===== config.mk =====
export PLATFORM = sky130hd
export DESIGN_NAME = irq_ctrl
export DESIGN_NICKNAME = d
export VERILOG_FILES = /design/src/rtl/irq_ctrl_pkg.sv /design/src/rtl/irq_prio_enc.sv /design/src/rtl/irq_ctrl.sv
export SDC_FILE = /design/constraint.sdc
export NUM_CORES = 1
export LEC_CHECK = 0
export ABC_AREA = 1
export BUFFER_PORTS_ARGS = -buffer_cell sky130_fd_sc_hd__buf_2
export CORE_MARGIN = 2
export CORE_UTILIZATION = 46
export CTS_CLUSTER_DIAMETER = 30
export CTS_CLUSTER_SIZE = 16
export DETAILED_ROUTE_END_ITERATION = 8
export PLACE_DENSITY = 0.89
export SLEW_MARGIN = 5
export SYNTH_ARGS = -nofsm -noshare
export SYNTH_HDL_FRONTEND = slang
export SYNTH_SLANG_ARGS = --single-unit

===== constraint.sdc =====
create_clock -name clk -period 2.8 [get_ports clk]
set_input_delay 0.56 -clock clk [delete_from_list [all_inputs] [get_ports clk]]
set_output_delay 0.56 -clock clk [all_outputs]
set_load 0.02 [all_outputs]

===== src/rtl/irq_ctrl_pkg.sv =====
`default_nettype none
// +----------------------------------------------------------------------+
// | Module : irq_ctrl_pkg                                                |
// | Desc   : Register map, CTRL bit positions and FSM encoding for the   |
// |          programmable interrupt controller.                          |
// | Rev    : 1.0  initial release                                        |
// +----------------------------------------------------------------------+
package irq_ctrl_pkg;

    localparam logic [2:0] C_REG_CTRL = 3'd0;
    localparam logic [2:0] C_REG_MASK = 3'd1;
    localparam logic [2:0] C_REG_PEND = 3'd2;
    localparam logic [2:0] C_REG_MODE = 3'd3;
    localparam logic [2:0] C_REG_VEC  = 3'd4;
    localparam logic [2:0] C_REG_RAW  = 3'd5;

    localparam int C_CTRL_GIE  = 0;
    localparam int C_CTRL_AEOI = 1;

    typedef enum logic [1:0] {
        ST_IDLE    = 2'b00,
        ST_REQ     = 2'b01,
        ST_SERVICE = 2'b10
    } irq_state_e;

endpackage
`default_nettype wire


===== src/rtl/irq_prio_enc.sv =====
`default_nettype none
// +----------------------------------------------------------------------+
// | Module : irq_prio_enc                                                |
// | Desc   : Combinational lowest-index-wins priority encoder.           |
// | Rev    : 1.0  initial release                                        |
// +----------------------------------------------------------------------+
module irq_prio_enc
    import irq_ctrl_pkg::*;
#(
    parameter int N = 6,
    parameter int W = 4
) (
    input  logic [N-1:0] req_i,
    output logic         valid_o,
    output logic [W-1:0] id_o
);

    // Scanning downward lets the lowest set index overwrite any higher one.
    always_comb begin
        valid_o = |req_i;
        id_o    = '0;
        for (int i = N - 1; i >= 0; i--) begin
            if (req_i[i]) begin
                id_o = W'(i);
            end
        end
    end

endmodule
`default_nettype wire


===== src/rtl/irq_ctrl.sv =====
`default_nettype none
// +----------------------------------------------------------------------+
// | Module : irq_ctrl                                                    |
// | Desc   : Bus-mapped interrupt controller: edge/level latching, mask, |
// |          fixed priority, single registered request with source ID.   |
// |          Define IRQC_SYNC_EN to insert a 2-flop src synchronizer.    |
// | Rev    : 1.0  initial release                                        |
// +----------------------------------------------------------------------+
module irq_ctrl
    import irq_ctrl_pkg::*;
#(
    parameter int N_SRC = 6,
    parameter int ID_W  = 4
) (
    input  logic             clk,
    input  logic             reset,
    input  logic [31:0]      Addr,
    input  logic             WE,
    input  logic [31:0]      Din,
    output logic [31:0]      Dout,
    input  logic [N_SRC-1:0] src,
    input  logic             int_ack,
    output logic             irq,
    output logic [ID_W-1:0]  irq_id
);

    logic [1:0]       ctrl_q;
    logic [N_SRC-1:0] mask_q;
    logic [N_SRC-1:0] mode_q;
    logic [N_SRC-1:0] pend_q;
    logic [N_SRC-1:0] pend_d;
    logic [N_SRC-1:0] s_sync;
    logic [N_SRC-1:0] s_prev_q;
    irq_state_e       state_q;
    logic             irq_q;
    logic [ID_W-1:0]  irq_id_q;

    logic [2:0]       w_word;
    logic [N_SRC-1:0] w_set;
    logic [N_SRC-1:0] w_active;
    logic [N_SRC-1:0] w_id_onehot;
    logic [N_SRC-1:0] w_w1c;
    logic [N_SRC-1:0] w_ack_clr;
    logic             w_req;
    logic             w_any;
    logic [ID_W-1:0]  w_win_id;
    logic             w_vec_wr;
    logic             w_unused_bits;

    assign w_word        = Addr[4:2];
    assign w_vec_wr      = WE && (w_word == C_REG_VEC);
    assign w_unused_bits = ^{Addr[31:5], Addr[1:0], Din};

`ifdef IRQC_SYNC_EN
    logic [N_SRC-1:0] sync1_q;
    logic [N_SRC-1:0] sync2_q;

    always_ff @(posedge clk or negedge reset) begin
        if (!reset) begin
            sync1_q <= '0;
            sync2_q <= '0;
        end else begin
            sync1_q <= src;
            sync2_q <= sync1_q;
        end
    end

    assign s_sync = sync2_q;
`else
    assign s_sync = src;
`endif

    assign w_set    = (mode_q & s_sync & ~s_prev_q) | (~mode_q & s_sync);
    assign w_active = pend_q & mask_q;
    assign w_req    = ctrl_q[C_CTRL_GIE] & w_any;

    irq_prio_enc #(
        .N (N_SRC),
        .W (ID_W)
    ) u_prio (
        .req_i   (w_active),
        .valid_o (w_any),
        .id_o    (w_win_id)
    );

    always_comb begin
        w_id_onehot = '0;
        for (int i = 0; i < N_SRC; i++) begin
            w_id_onehot[i] = (irq_id_q == ID_W'(i));
        end
    end

    // Clears from W1C and acknowledge are applied first so a same-cycle set wins.
    always_comb begin
        w_w1c     = (WE && (w_word == C_REG_PEND)) ? Din[N_SRC-1:0] : '0;
        w_ack_clr = ((state_q == ST_REQ) && int_ack) ? (w_id_onehot & mode_q) : '0;
        pend_d    = (pend_q & ~(w_w1c | w_ack_clr)) | w_set;
    end

    always_ff @(posedge clk or negedge reset) begin
        if (!reset) begin
            ctrl_q   <= '0;
            mask_q   <= '0;
            mode_q   <= '0;
            pend_q   <= '0;
            s_prev_q <= '0;
        end else begin
            s_prev_q <= s_sync;
            pend_q   <= pend_d;
            if (WE && (w_word == C_REG_CTRL)) ctrl_q <= Din[1:0];
            if (WE && (w_word == C_REG_MASK)) mask_q <= Din[N_SRC-1:0];
            if (WE && (w_word == C_REG_MODE)) mode_q <= Din[N_SRC-1:0];
        end
    end

    always_ff @(posedge clk or negedge reset) begin
        if (!reset) begin
            state_q  <= ST_IDLE;
            irq_q    <= 1'b0;
            irq_id_q <= '0;
        end else begin
            case (state_q)
                ST_IDLE: begin
                    if (w_req) begin
                        state_q  <= ST_REQ;
                        irq_q    <= 1'b1;
                        irq_id_q <= w_win_id;
                    end
                end
                ST_REQ: begin
                    if (int_ack) begin
                        state_q <= ctrl_q[C_CTRL_AEOI] ? ST_IDLE : ST_SERVICE;
                        irq_q   <= 1'b0;
                    end else if (!w_req) begin
                        state_q <= ST_IDLE;
                        irq_q   <= 1'b0;
                    end
                end
                ST_SERVICE: begin
                    if (w_vec_wr) begin
                        state_q <= ST_IDLE;
                    end
                end
                default: begin
                    state_q <= ST_IDLE;
                    irq_q   <= 1'b0;
                end
            endcase
        end
    end

    always_comb begin
        case (w_word)
            C_REG_CTRL: Dout = {30'b0, ctrl_q};
            C_REG_MASK: Dout = {{(32-N_SRC){1'b0}}, mask_q};
            C_REG_PEND: Dout = {{(32-N_SRC){1'b0}}, pend_q};
            C_REG_MODE: Dout = {{(32-N_SRC){1'b0}}, mode_q};
            C_REG_VEC:  Dout = {(state_q == ST_SERVICE), {(31-ID_W){1'b0}}, irq_id_q};
            C_REG_RAW:  Dout = {{(32-N_SRC){1'b0}}, s_sync};
            default:    Dout = 32'b0;
        endcase
    end

    assign irq    = irq_q;
    assign irq_id = irq_id_q;

endmodule
`default_nettype wire

==> results of run 1 <==
-- worst max-delay path: cells and delay by family --
| kind | cells | cell delay [ns] |
|---|---|---|
| simple gates | 3 | 0.28 |
| compound gates | 1 | 0.11 |
| buf+inv | 4 | 0.60 |
-- cells by family after synthesis --
family	synth area share [%]
and+or+nand+nor	29.2
buffers and inverters	16.5
AOI/OAI and AO/OA	10.2
other	0.206
DFF	44.0
-- power breakdown --
group          total (mW)  leakage [nW]  internal, mW  switching [mW]
sequential          0.641         0.378         0.548          0.0932
combinational       0.415         0.635         0.132           0.282
clock               0.364        0.0455         0.200           0.164
-- through the flow --
| stage | instance area, um2 | cells | util, % |
|---|---|---|---|
| after detailed placement | 1900 | 303 | 50.8 |
| after global routing | 1990 | 311 | 53.2 |
| after floorplan | 1920 | 254 | - |
| after global placement | 1900 | 303 | 50.8 |
| after CTS | 1990 | 311 | 53.2 |
| final | 1990 | 311 | 53.2 |
-- how the worst max path moves through the flow --
stage	from	end	cells past startpoint
2_1_floorplan	Addr[3]	Dout[2]	3
3_5_place_dp	Addr[4]	Dout[0]	8
6_report	Addr[4]	Dout[0]	8
3_3_place_gp	Addr[4]	Dout[0]	8
5_1_grt	Addr[4]	Dout[0]	8
4_1_cts	Addr[4]	Dout[0]	8
-- area by class of cell --
| class | instances | area, um2 |
|---|---|---|
| Fill cell | 368 | 1750 |
| Multi-Input combinational cell | 172 | 815 |
| Sequential cell | 32 | 801 |
| Timing Repair Buffer | 29 | 145 |
| Clock buffer | 8 | 90.1 |
| Inverter | 22 | 82.6 |
| Tap cell | 48 | 60.1 |
-- flip-flops by register name, summed over array words and instances (netlist names) --
name      count
mask_q        6
mode_q        6
pend_q        6
s_prev_q      6
irq_id        3
ctrl_q        2
state_q       2
irq           1
-- per-layer routing --
metal | up-vias | global-route usage [%] | routed length, um
met5 | - | 0 | 0
met4 | 0 | 8.16 | 53
met3 | 6 | 5.91 | 388
met2 | 74 | 30.4 | 1760
met1 | 738 | 24.5 | 1630
li1 | 756 | - | -
-- layout by cell type, fill, tap and decap left out --
master and count:
a22oi_1 4, nor2_1 6, inv_2 4, a31oi_1 1
o211a_1 1, nand4_1 5, nand3_4 1, nor2_2 2
buf_2 29, nor3_1 3, o21ai_1 7, inv_1 18
o21ai_0 5, o2111ai_1 1, nand2_2 6, dfrtp_1 32
conb_1 26, clkbuf_1 2, o21ai_2 8, nand3_2 1
nand3_1 23, clkbuf_8 6, nand2_1 72
==> metrics.yaml, run 1 <==
sta:
  setup_viol: 0
  slew_violations: 0
  min_period_over_period_pct: 75.8
  layout_setup_ws_ns: 0.677
  worst_hold_slack_ns: 0.316
  fin_skew_ns: 0.00474
  hold_violations: 0
  worst_pin_slew_ns: 0.697
  finalSetupTns_ns: 0
  rsz0062_at_grt: "false"
  max_slew_margin_pct: 53.5
  max_freq_mhz: 471
  min_period_ns: 2.12
cts:
  cts_setup_buffers: 0
  clock_path_buffers: 2
  cts_htree_levels: 2
  clk_pin_slew_worst_paths_ns: 0.06
  root_buffer: "clkbuf_8"
  cts_hold_buf: 0
  cts-buffers-inserted: 5
  clock-sinks: 32
  worstSkewPairLatency_ns: 0.29
  cts_tree: "built"
  ctsResizeCount: 0
route:
  drtPass1Iterations: 6
  drtIter0Drc: 148
  vias: 1574
  drt-vias-per-instance: 5.06
  wirelength_mm: 3.83
  drt-wirelength-per-cell_um: 12.3
  ant_nets: 0
  drc: 0
worst_setup_path:
  r2r_cells: 6
  worst_setup_path_end_kind: "output pin"
  critPathArrivalTime_ns: 1.56
  timing.rr.start: "state_q[1]"
  worstPathMaxFanout: 6
  r2r_slack_ns: 1.47
  start_kind: "input port"
  reg2reg_to: "pend_q[0]"
  worstSetupPathType: "input port to output pin"
  critPathSlowestCell: "inv_1"
  path_common_cell: "buf_2"
  crit_required_ns: 2.24
  cp_cell_sequence: "buf_2 -> inv_2 -> nand3_1 -> inv_1 -> nand2_1 -> o211a_1 -> nand4_1 -> buf_2"
  slowest_delay_ns: 0.21
yosys:
  synth-seq-cells: 32
  netlist_instances: 229
  synthArstFlopShare_pct: 100
  ys_types: 22
  yosysSeqAreaShare_pct: 44.0
  synth_edf_count: 0
  synth_most_common_cell: "nand2_1"
  synth_top_cells_by_count: "72 x nand2_1, 32 x dfrtp_1, 26 x buf_4"
  yosysWarnings: 0
  yosysTopAreaCell: "dfrtp_1"
  syn_area_per_cell_um2: 7.96
  synth_ff_type: "dfrtp_1"
  synth_top_cell_area_share_pct: 44.0
  netlist_area_mm2: 0.00182
  synth_area_leaders: "dfrtp_1 44%, nand2_1 15%, buf_4 11%"
job:
  drv_cap: 0
die:
  core_mm2: 0.00374
  die_w_um: 66.9
  initial_core_util_pct: 48.7
  fp.dieH_um: 66.9
  ios: 111
  dieArea_mm2: 0.00448
  std_cell_rows: 22
placed_design:
  gp_routability_congestion: 0.871
  io_buffers: 29
  place_ws_ns: 0.686
  dp_hpwl_mm: 2.83
run_status:
  status: "complete, no violations"
grt:
  grt_pass1_vias: 1417
  grt_pass1_wl_mm: 6.33
  grt_max_degree: 33
  grt.overflow.total: 0
  grt_usage_pct: 19.3
  antenna_found_initial: 0
pwr:
  irDropWorstVdd_v: 0.000327
  p_leak_nw: 1.06
  p_per_area_mw_per_mm2: 712
  power_mw: 1.42
finish:
  final_net_count: 336
  antenna_cells: 0
  layout-drive-gt1-share_pct: 21.7
  syn_to_final_growth_pct: 9.41
worst_hold_path:
  hold_class: "input port to async pin"
Note: power is estimated with default switching activity, not from simulation.
==> inputs of run 2 (changes only) <==
Settings changed: CORE_UTILIZATION 46 to 39, PLACE_DENSITY 0.89 to 0.8.
Clock period 2.8 ns to 1.81 ns, I/O delays scaled along.
==> run 2 against run 1 <==
Power up 55%. Sequential power up 54%. Register-to-register slack worse by 0.96 ns. Via count down 3.2%. Die area up 17%. Sequential cell count unchanged. Critical path depth down 4. Combinational power up 55%. Highest routed layer unchanged.
==> metrics.yaml, run 2 (synthesis results as in run 1) <==
cts:
  cts_hold_buf: 0  # unchanged
  cts_htree_levels: 2  # unchanged
  cts-buffers-inserted: 5  # unchanged
  root_buffer: "clkbuf_8"
  clock_path_buffers: 2  # unchanged
  clock-sinks: 32  # unchanged
  clk_pin_slew_worst_paths_ns: 0.07  # about the same
  worstSkewPairLatency_ns: 0.28  # about the same
  cts_tree: "built"
route:
  drt-wirelength-per-cell_um: 12.8  # +3.6%
  drtPass1Iterations: 4  # -2
  wirelength_mm: 4.05  # +5.6%
  drtIter0Drc: 78  # -47%
  drc: 0  # unchanged
  vias: 1523  # -3.2%
  ant_nets: 0  # unchanged
  drt-vias-per-instance: 4.80  # -5.1%
finish:
  final_common_cell: "nand2_1"
  fin_area_mm2: 0.00201  # +1.0%
  layout-drive-gt1-share_pct: 22.6  # +0.97 points
  antenna_cells: 0  # unchanged
  final_cell_mix: "72 x nand2_1, 32 x dfrtp_1, 29 x buf_2"
  syn_to_final_growth_pct: 10.5
  final_net_count: 338  # +0.60%
grt:
  grt.overflow.total: 0  # unchanged
  grt_pass1_wl_mm: 6.71  # +5.9%
  grt_usage_pct: 16.9  # -2.4 points
  grt_pass1_vias: 1460  # +3.0%
  grt_max_degree: 33  # unchanged
  antenna_found_initial: 0  # unchanged
sta:
  max_slew_margin_pct: 51.9  # -1.6 points
  max_freq_mhz: 590
  finalSetupTns_ns: 0  # unchanged
  worst_pin_slew_ns: 0.721  # +0.0243 ns
  slew_violations: 0  # unchanged
  worst_hold_slack_ns: 0.128  # -0.188 ns
  min_period_over_period_pct: 93.6
  rsz0062_at_grt: "false"
  min_period_ns: 1.69
  layout_setup_ws_ns: 0.116  # -0.561 ns
  fin_skew_ns: 0.00750  # +0.00276 ns
  hold_violations: 0  # unchanged
  setup_viol: 0  # unchanged
worst_setup_path:
  r2r_slack_ns: 0.51  # -0.96 ns
  reg2reg_to: "pend_q[0]"
  start_kind: "flop"
  worst_setup_path_end_kind: "output pin"
  worstSetupPathType: "flop to output pin"
  crit_end: "Dout[0]"
  r2r_cells: 6  # unchanged
  critPathArrivalTime_ns: 1.33  # -0.23 ns
  timing.rr.start: "state_q[1]"
  worstPathMaxFanout: 6  # unchanged
  crit_required_ns: 1.45  # -0.79 ns
  crit_start: "irq_id[0]"
pwr:
  power.switching_mw: 0.832  # +54%
  p_leak_nw: 1.07  # +0.78%
  p_per_area_mw_per_mm2: 1090  # +53%
  swShare_pct: 37.9  # -0.083 points
  power_mw: 2.20  # +55%
  pwr-share-clk_pct: 25.7  # about the same
  p_comb_share_pct: 29.3  # about the same
  p_int_mw: 1.36  # +55%
  seq_power_share_pct: 45.0  # -0.2 points
  irDropWorstVdd_v: 0.000354  # +8.3%
job:
  drv_cap: 0  # unchanged
placed_design:
  place_ws_ns: 0.112  # -0.574 ns
  gp_routability_congestion: 0.889  # +2.1%
  place_area_mm2: 0.00192  # +1.1%
  dp_hpwl_mm: 3.06  # +8.3%
  io_buffers: 29  # unchanged
run_status:
  status: "complete, no violations"
worst_hold_path:
  hold_class: "input port to async pin"
die:
  fp.dieH_um: 72.3  # +8.1%
  std_cell_rows: 24  # +9.1%
  initial_core_util_pct: 41.3  # -7.4 points
  dieArea_mm2: 0.00523  # +17%
  core_mm2: 0.00441  # +18%
  ios: 111  # unchanged
  die_w_um: 72.3  # +8.1%
==> run 2: worst min path at each step <==
stage / end / slack (ns)
finish: irq_id[0] / 0.13
global route: irq_id[2] / 0.18
CTS: irq_id[0] / 0.15
detailed placement: mode_q[5] / 0.45
global placement: pend_q[4] / 0.44
floorplan: ctrl_q[0] / 0.07
==> run 2: what timing repair did <==
item,in CTS,in global routing
resized for setup,0,1
setup endpoints to repair,0,2
buffers inserted,0,0
==> run 2: area by class of cell <==
class / count / area (um2)
fill: 455 / 2400
multi-input combinational: 172 / 815
sequential: 32 / 801
timing repair buffer: 31 / 160
clock buffer: 8 / 90.1
inverter: 22 / 82.6
tap: 52 / 65.1
==> run 2: power by group through the flow <==
stage	combinational, mW	clock (mW)	sequential [mW]
after floorplan	0.462	0	1.01
after global placement	0.633	0	0.994
after detailed placement	0.644	0	0.999
after CTS	0.648	0.568	0.989
after global routing	0.724	0.605	1.01
final	0.643	0.565	0.989
==> run 2: critical path: stages (launching register included) <==
cell,delay (ns)
dfrtp_1,0.44
inv_1,0.11
o211a_1,0.23
nand4_1,0.09
buf_2,0.18
==> run 2: stage by stage <==
step,std cells,utilization (%)
after floorplan,254,-
after global placement,309,43.6
after detailed placement,309,43.6
after CTS,317,45.6
after global routing,317,45.6
final,317,45.6
==> run 2: per-layer routing <==
metal	track usage [%]	up-vias	wire length, um
li1	-	757	-
met1	21.3	705	1750
met2	27.2	53	2000
met3	4.17	8	227
met4	8.39	0	76
met5	0	-	0
